### src/rtl/alu_pkg.sv
// Shared ALU definitions: opcode encodings, NZCV flag positions and the
// operand-prep carry-in rule used by the adder pipeline.
package alu_pkg;

  localparam logic [1:0] OP_ADD = 2'b00;
  localparam logic [1:0] OP_ADC = 2'b01;
  localparam logic [1:0] OP_SUB = 2'b10;
  localparam logic [1:0] OP_SBB = 2'b11;

  // Bit positions when the flags are packed as an NZCV nibble.
  localparam int FLAG_N = 3;
  localparam int FLAG_Z = 2;
  localparam int FLAG_C = 1;
  localparam int FLAG_V = 0;

  // Subtraction is a + ~b + 1, so a borrow-in becomes an inverted carry-in.
  function automatic logic carry_in0(input logic [1:0] op, input logic cin);
    case (op)
      OP_ADD:  return 1'b0;
      OP_ADC:  return cin;
      OP_SUB:  return 1'b1;
      default: return ~cin;
    endcase
  endfunction

endpackage

### src/rtl/cla_blk.sv
// One BLK-bit carry-lookahead group: flat per-bit carries from cin plus
// group generate/propagate for the second lookahead level.
module cla_blk #(
  parameter int BLK = 8
) (
  input  logic [BLK-1:0] a,
  input  logic [BLK-1:0] b,
  input  logic           cin,
  output logic [BLK-1:0] sum,
  output logic           G,
  output logic           P,
  output logic           c_msb_in
);

  logic [BLK-1:0] gen;
  logic [BLK-1:0] prop;
  logic [BLK-1:0] c;
  logic           term;

  assign gen  = a & b;
  assign prop = a ^ b;

  // Each carry is a sum of products over gen/prop/cin, so the loops unroll
  // into two-level logic rather than a bit-serial ripple.
  always_comb begin
    c    = '0;
    G    = 1'b0;
    term = 1'b0;
    for (int i = 0; i < BLK; i++) begin
      term = cin;
      for (int k = 0; k < i; k++) term = term & prop[k];
      c[i] = term;
      for (int j = 0; j < i; j++) begin
        term = gen[j];
        for (int k = j + 1; k < i; k++) term = term & prop[k];
        c[i] = c[i] | term;
      end
    end
    for (int j = 0; j < BLK; j++) begin
      term = gen[j];
      for (int k = j + 1; k < BLK; k++) term = term & prop[k];
      G = G | term;
    end
  end

  assign sum      = prop ^ c;
  assign P        = &prop;
  assign c_msb_in = c[BLK-1];

endmodule

### src/rtl/add_pipe_cla.sv
// Pipelined two-level CLA adder/subtractor with ADC/SUB/SBB, NZCV flags and
// an elastic valid/ready pipeline; GRP groups are resolved per stage.
module add_pipe_cla
  import alu_pkg::*;
#(
  parameter int WIDTH = 32,
  parameter int BLK   = 8,
  parameter int GRP   = 2
) (
  input  logic             clk,
  input  logic             rst,
  input  logic             in_valid,
  output logic             in_ready,
  input  logic [1:0]       in_op,
  input  logic [WIDTH-1:0] in_a,
  input  logic [WIDTH-1:0] in_b,
  input  logic             in_cin,
  output logic             out_valid,
  input  logic             out_ready,
  output logic [WIDTH-1:0] out_sum,
  output logic             out_c,
  output logic             out_v,
  output logic             out_z,
  output logic             out_n
);

  localparam int NBLK = WIDTH / BLK;
  localparam int LAT  = NBLK / GRP;
  localparam int SW   = BLK * GRP;

  if ((WIDTH % (BLK * GRP)) != 0) begin : g_bad_cfg
    $error("add_pipe_cla: WIDTH must be a multiple of BLK*GRP");
  end

  // Stage k inputs: index 0 is the prepared operand beat, index k>0 is the
  // register bank of stage k-1 (operands, partial sum, carry between stages).
  logic [WIDTH-1:0] st_a   [LAT];
  logic [WIDTH-1:0] st_b   [LAT];
  logic [WIDTH-1:0] st_sum [LAT];
  logic             st_c   [LAT];
  logic             st_sub [LAT];
  logic             st_v   [LAT];

  logic [WIDTH-1:0] a_reg   [LAT];
  logic [WIDTH-1:0] b_reg   [LAT];
  logic [WIDTH-1:0] sum_reg [LAT];
  logic             c_reg   [LAT];
  logic             sub_reg [LAT];
  logic             v_reg   [LAT];

  logic [WIDTH-1:0] blk_sum;
  logic             grp_cmsb [NBLK];

  for (genvar gi = 0; gi < NBLK; gi++) begin : g_blk
    localparam int STG = gi / GRP;
    logic cin;
    logic cout;
    logic g;
    logic p;

    // The first group of a stage starts from the carry registered by the
    // previous stage; the rest use group-level lookahead within the stage.
    if ((gi % GRP) == 0) begin : g_head
      assign cin = st_c[STG];
    end else begin : g_chain
      assign cin = g_blk[gi-1].cout;
    end

    cla_blk #(.BLK(BLK)) u_cla (
      .a        (st_a[STG][gi*BLK +: BLK]),
      .b        (st_b[STG][gi*BLK +: BLK]),
      .cin      (cin),
      .sum      (blk_sum[gi*BLK +: BLK]),
      .G        (g),
      .P        (p),
      .c_msb_in (grp_cmsb[gi])
    );

    assign cout = g | (p & cin);
  end

  for (genvar gi = 0; gi < LAT; gi++) begin : g_stage
    localparam int LO = gi * SW;
    logic             adv;
    logic             cout;
    logic [WIDTH-1:0] sum_new;

    if (gi == 0) begin : g_src
      assign st_a[gi]   = in_a;
      assign st_b[gi]   = in_op[1] ? ~in_b : in_b;
      assign st_c[gi]   = carry_in0(in_op, in_cin);
      assign st_sum[gi] = '0;
      assign st_sub[gi] = in_op[1];
      assign st_v[gi]   = in_valid;
    end else begin : g_fwd
      assign st_a[gi]   = a_reg[gi-1];
      assign st_b[gi]   = b_reg[gi-1];
      assign st_c[gi]   = c_reg[gi-1];
      assign st_sum[gi] = sum_reg[gi-1];
      assign st_sub[gi] = sub_reg[gi-1];
      assign st_v[gi]   = v_reg[gi-1];
    end

    assign cout = g_blk[gi*GRP + GRP - 1].cout;

    always_comb begin
      sum_new          = st_sum[gi];
      sum_new[LO +: SW] = blk_sum[LO +: SW];
    end

    always_ff @(posedge clk or posedge rst) begin
      if (rst) begin
        v_reg[gi]   <= 1'b0;
        a_reg[gi]   <= '0;
        b_reg[gi]   <= '0;
        sum_reg[gi] <= '0;
        c_reg[gi]   <= 1'b0;
        sub_reg[gi] <= 1'b0;
      end else if (adv) begin
        v_reg[gi] <= st_v[gi];
        if (st_v[gi]) begin
          a_reg[gi]   <= st_a[gi];
          b_reg[gi]   <= st_b[gi];
          sum_reg[gi] <= sum_new;
          c_reg[gi]   <= cout;
          sub_reg[gi] <= st_sub[gi];
        end
      end
    end

    if (gi == LAT - 1) begin : g_last
      assign adv = ~v_reg[gi] | out_ready;

      // Borrow is reported as the inverted carry for SUB/SBB.
      always_ff @(posedge clk or posedge rst) begin
        if (rst) begin
          out_c <= 1'b0;
          out_v <= 1'b0;
          out_z <= 1'b0;
          out_n <= 1'b0;
        end else if (adv && st_v[gi]) begin
          out_c <= cout ^ st_sub[gi];
          out_v <= grp_cmsb[NBLK-1] ^ cout;
          out_z <= (sum_new == '0);
          out_n <= sum_new[WIDTH-1];
        end
      end
    end else begin : g_mid
      assign adv = ~v_reg[gi] | g_stage[gi+1].adv;
    end
  end

  assign in_ready  = g_stage[0].adv;
  assign out_valid = v_reg[LAT-1];
  assign out_sum   = sum_reg[LAT-1];

endmodule

### config.mk
export PLATFORM = sky130hd
export DESIGN_NAME = add_pipe_cla
export DESIGN_NICKNAME = d
export VERILOG_FILES = /design/src/rtl/alu_pkg.sv /design/src/rtl/cla_blk.sv /design/src/rtl/add_pipe_cla.sv
export SDC_FILE = /design/constraint.sdc
export NUM_CORES = 1
export LEC_CHECK = 0
export CORE_UTILIZATION = 50
export DETAILED_ROUTE_END_ITERATION = 16
export HOLD_SLACK_MARGIN = 0.1
export PLACE_DENSITY = 0.81
export SKIP_LAST_GASP = 1
export SYNTH_ARGS = -nofsm -noshare
export SYNTH_HDL_FRONTEND = slang
export SYNTH_SLANG_ARGS = --single-unit
### constraint.sdc
create_clock -name clk -period 4.4 [get_ports clk]
set_input_delay 0.88 -clock clk [delete_from_list [all_inputs] [get_ports clk]]
set_output_delay 0.88 -clock clk [all_outputs]
set_load 0.005 [all_outputs]
==> impl_metrics.yaml, run 1 <==
timing:
  setup_tns_ps: 0
  finalCriticalPeriod_ps: 4060
  rsz0062_at_grt: "false"
  finalHoldViolations: 0
  slew_headroom: 0.313
  setup_viol_count_final: 0
  worst_pin_slew_ps: 1030
  finalMaxSlewViolations: 0
  maxClockFrequency_ghz: 0.246
  post-route-period-util: 0.923
  hold-worst-slack_ps: 481
  fin_skew_ps: 12.6
critical_path:
  critPathCaptureType: "flop"
  arrival_ps: 4310
  worstPathMaxFanout: 4
  path_class: "in2reg"
  start_kind: "primary input"
  required_ps: 4640
cells_and_area:
  largest_reg_flops: 32
  design_area_sq_um: 6500
  regArea_sq_um: 2180
  multi_input_area_sq_um: 2720
  fill_cells: 798
  fin_util: 0.665
  area_growth_pct: 29.2
  drive_gt1_frac: 0.0551
  nNetsFinal: 707
  fin_cells: 732
  num_antenna_cells: 0
power:
  p_comb_frac: 0.393
  peakVddDrop_mv: 0.209
  seq_power_share: 0.391
  leakagePower_nw: 2.84
  power.internal_mw: 2.06
  switching_share: 0.318
  switching_power_mw: 0.959
  clkPwrFrac: 0.216
  power.density_nw_per_um2: 464
synthesis:
  syn_avg_cell_area_sq_um: 10.3
  netlist.top_cell.by_area: "dfrtp_1"
  synthTopCellsByCount: "dfrtp_1 (87), nand2_1 (60), o21ai_1 (42)"
  synth-compound-area-share: 0.136
  synth_area_leaders: "dfrtp_1 (43%), ha_1 (9.0%), mux2_1 (8.1%)"
  synth_area_sq_um: 5030
  postSynth.topFlopCell: "dfrtp_1"
  synthMuxAreaShare: 0.0849
  synth_top_area_frac: 0.433
  synth_fa_ha_area_frac: 0.106
  yosysWarnings: 0
  syn-instance-count: 489
  synth_nets: 600
  synth_cell_types: 55
  yosysSeqAreaShare: 0.433
  ys_ff_latch: 87
  yosys.area_share.simple: 0.125
  synth_top_family_by_area: "compound AO/OA/AOI/OAI gates"
  synth_xor_xnor_area_share: 0.0889
  async_reset_ff_frac: 1.00
  yosysMostFrequentCell: "dfrtp_1"
  synth_edf_count: 0
clock_tree:
  h-tree-depth: 3
  cts_made_buffers: 9
  path_clk_slew_ps: 80
  clkLatencyLatePin_ps: 350
  cts_tree: "done"
  cts_sinks: 87
  post_cts_resized: 0
  clk_path_buf_depth: 2
  clock-root-buffer: "clkbuf_8"
  cts_hold_buf: 0
  post_cts_buffers: 0
grt:
  grt.total_usage: 0.225
  antenna_found_initial: 0
  grt_pass1_wl_mm: 18.3
  overflow: 0
  grt_pass1_vias: 3957
  grt_max_degree: 62
die:
  core_area_sq_um: 9770
  die_y_um: 102
  io_pins: 109
  row_count: 36
  initial_core_util: 0.514
  dieArea_sq_um: 10500
  fp.dieW_um: 102
place:
  hpwlAfterDp_mm: 8.67
  post_dp_cell_area_sq_um: 6260
  dp.cells: 718
  port-buffer-count: 108
  gp_congestion: 0.884
detailed_routing:
  maxUsedRoutingLayer: "met4"
  vias_per_cell: 5.39
  first_pass_iters: 6
  dr_wl_met3_um: 492
  route.detailed.drc: 0
  finalWirelength_mm: 11.1
  wl_per_cell_um: 15.1
  met1_length_mm: 4.92
  route.met2.wl_mm: 5.46
  ant_nets: 0
  drt_iter0_markers: 171
  route.vias.total: 3948
min_path:
  min_path_type: "reg2reg"
flow_run:
  cap_violations: 0
status:
  status: "finished, final reports clean"
## critical path, stage by stage
cell,delay (ps)
clkdlybuf4s50_1,470
xor2_1,150
ha_1,290
a21o_1,170
a21o_1,170
a2111oi_0,440
buf_4,200
o21ai_1,110
and2_1,200
ha_1,200
o21ai_1,170
a21oi_1,130
o21ai_1,220
a21oi_1,140
o21a_1,180
o31ai_1,200
## metrics by stage
step	total power, mW	setup WS (ps)
after floorplan	1.82	20.2
after global placement	2.33	186
after detailed placement	2.38	64.6
after CTS	3.04	397
after global routing	3.21	79.8
final	3.02	337
## routing by layer
layer / GRT usage / vias up
li1: - / 1938
met1: 0.294 / 1874
met2: 0.389 / 118
met3: 0.0287 / 18
met4: 0.0703 / 0
met5: 0 / -
## final timing paths
check,startpoint,end,slack (ps),depth (start not counted)
hold / removal,out_sum[28],out_sum[28],480,2
hold reg to reg,out_sum[28],out_sum[28],480,2
setup / recovery,in_b[1],g_stage[1].sum_new[15],340,16
max in group asynchronous,rst,b_reg[61],2430,3
setup reg to reg,a_reg[54],out_z,980,11
min in group asynchronous,rst,g_stage[1].sum_new[4],1070,2
## cell families after synthesis
group / Yosys count
compound gates: 110
xor+xnor: 51
fa+ha+maj: 40
buf+inv: 34
flops: 87
mux: 38
simple gates: 129
## cell usage in the layout, fill, tap and decap left out, types with 10 or more instances in the layout
cell type        instances
xnor2_1                 22
dfrtp_1                 87
nor2_1                  15
xor2_1                  29
inv_1                   11
a21oi_1                 18
ha_1                    36
mux2_1                  36
nand2_1                 59
o21ai_1                 42
nand3_1                 10
nor3_1                  10
clkbuf_8                10
clkdlybuf4s50_1        107
## power groups by stage
stage	Combinational [mW]	Sequential [mW]	Clock (mW)
6_report	1.19	1.18	0.652
5_1_grt	1.31	1.21	0.691
4_1_cts	1.19	1.18	0.664
3_5_place_dp	1.19	1.20	0
3_3_place_gp	1.14	1.19	0
2_1_floorplan	0.656	1.17	0
## area by class of cell
cell class	count	area share
sequential	87	0.335
multi-input combinational	368	0.419
clock inverter	4	0.0146
clock buffer	10	0.0212
tap	133	0.0256
inverter	15	0.00886
timing repair buffer	115	0.176
No activity file was read; power rests on OpenSTA's default activity.
==> run 2: changes to the inputs <==
Settings changed: SKIP_LAST_GASP 1 to not set.
Clock period 4.4 ns to 5.1 ns, I/O delays scaled along.
==> impl_metrics.yaml, run 2 (same netlist as run 1, synthesis figures left out) <==
status:
  status: "finished, final reports clean"
timing:
  fin_skew_ps: 11.2
  finalCriticalPeriod_ps: 4410
  finalHoldViolations: 0
  setup_viol_count_final: 0
  fin_ws_ps: 693
  maxClockFrequency_ghz: 0.227
  setup_tns_ps: 0
  worst_pin_slew_ps: 1100
  post-route-period-util: 0.864
  hold-worst-slack_ps: 490
  slew_headroom: 0.266
  rsz0062_at_grt: "false"
  finalMaxSlewViolations: 0
grt:
  grt_pass1_vias: 4005
  overflow: 0
  grt_pass1_wl_mm: 18.5
  antenna_found_initial: 0
  grt.met2_usage: 0.389
  grt_max_degree: 65
  top_usage_layer: "met2"
  met3_usage: 0.0308
  grt.total_usage: 0.230
  met1_usage: 0.291
detailed_routing:
  route.vias.total: 4004
  ant_nets: 0
  drt_iter0_markers: 203
  finalWirelength_mm: 11.4
  first_pass_iters: 4
  wl_per_cell_um: 15.6
  route.detailed.drc: 0
  vias_per_cell: 5.47
clock_tree:
  h-tree-depth: 3
  cts_sinks: 87
  clkLatencyLatePin_ps: 360
  path_clk_slew_ps: 80
  post_cts_resized: 0
  cts_made_buffers: 9
  clk_path_buf_depth: 2
  post_cts_buffers: 0
  cts_tree: "done"
  cts_hold_buf: 0
  clock-root-buffer: "clkbuf_8"
die:
  core_area_sq_um: 9770
  initial_core_util: 0.514
  die_y_um: 102
  dieArea_sq_um: 10500
  io_pins: 109
  fp.dieW_um: 102
  row_count: 36
power:
  total_power_mw: 2.52
  peakVddDrop_mv: 0.161
  leakagePower_nw: 2.81
  power.density_nw_per_um2: 392
critical_path:
  crit_top_cell: "o21ai_1"
  crit_slowest_cell: "a2111oi_0"
  path_class: "in2reg"
  critPathCaptureType: "flop"
  required_ps: 5360
  crit_chain: "clkdlybuf4s50_1, xor2_1, ha_1, a21o_1, a21o_1, a2111oi_0, o21ai_1, and2_1, ha_1, o21ai_1, a21oi_1, o21ai_1, a21oi_1, o21a_1, o31ai_1"
  arrival_ps: 4670
  start_kind: "primary input"
  max_stage_delay_ps: 750
  worstPathMaxFanout: 4
  critPathBufInv: 1
  cp_top_family: "compound AO/OA/AOI/OAI gates"
place:
  gp_congestion: 0.872
  hpwlAfterDp_mm: 8.70
  place_ws_ps: 366
  port-buffer-count: 108
  dp.cells: 716
  post_dp_cell_area_sq_um: 6240
cells_and_area:
  drive_gt1_frac: 0.0518
  area_growth_pct: 27.8
  layout_commonest_cell: "clkdlybuf4s50_1"
  layout_common_cells: "clkdlybuf4s50_1 (107), dfrtp_1 (87), nand2_1 (59), o21ai_1 (42)"
  regArea_sq_um: 2180
  largest_reg_flops: 32
  design_area_sq_um: 6430
  nNetsFinal: 705
  fin_cells: 732
  multi_input_area_sq_um: 2720
  fill_cells: 789
  num_antenna_cells: 0
  fin_util: 0.657
flow_run:
  cap_violations: 0
min_path:
  min_path_type: "reg2reg"
-- run 2: changes by cell type in the layout (fill, tap and decap cells not counted), sizes merged --
cell and delta:
clkbuf +2, clkinv +2, bufinv -2, buf -2
-- run 2: power breakdown --
group | switching, mW | internal (mW) | total [mW]
clock | 0.241 | 0.238 | 0.479
combinational | 0.470 | 0.550 | 1.02
sequential | 0.134 | 0.887 | 1.02
-- run 2: tightest hold or removal path, cell delays in order (launching register included) --
cell,delay (ps)
dfrtp_1,350
nand2_1,50
nand2_1,60
-- run 2: worst paths after layout --
kind | from | depth (start not counted) | end | slack, ps
max reg2reg | a_reg[54] | 11 | out_z | 1680
min in group asynchronous | rst | 2 | out_sum[3] | 1220
max | in_b[1] | 15 | g_stage[1].sum_new[15] | 690
max in group asynchronous | rst | 3 | a_reg[61] | 3000
min | out_sum[28] | 2 | out_sum[28] | 490
min reg2reg | out_sum[28] | 2 | out_sum[28] | 490
-- run 2: layout make-up --
cell class | count | area share
clock buffers | 12 | 0.0226
clock inverters | 4 | 0.00701
inverters | 15 | 0.00896
multi-input cells | 368 | 0.423
flip-flops and latches | 87 | 0.339
well taps | 133 | 0.0259
repair buffers | 113 | 0.173
-- run 2: per-layer routing --
| metal | vias to the layer above | part of all wire | wire, um |
|---|---|---|---|
| met5 | - | 0 | 0 |
| met4 | 0 | 0.035 | 398 |
| met3 | 34 | 0.034 | 390 |
| met2 | 116 | 0.48 | 5470 |
| met1 | 1911 | 0.45 | 5130 |
| li1 | 1943 | - | - |
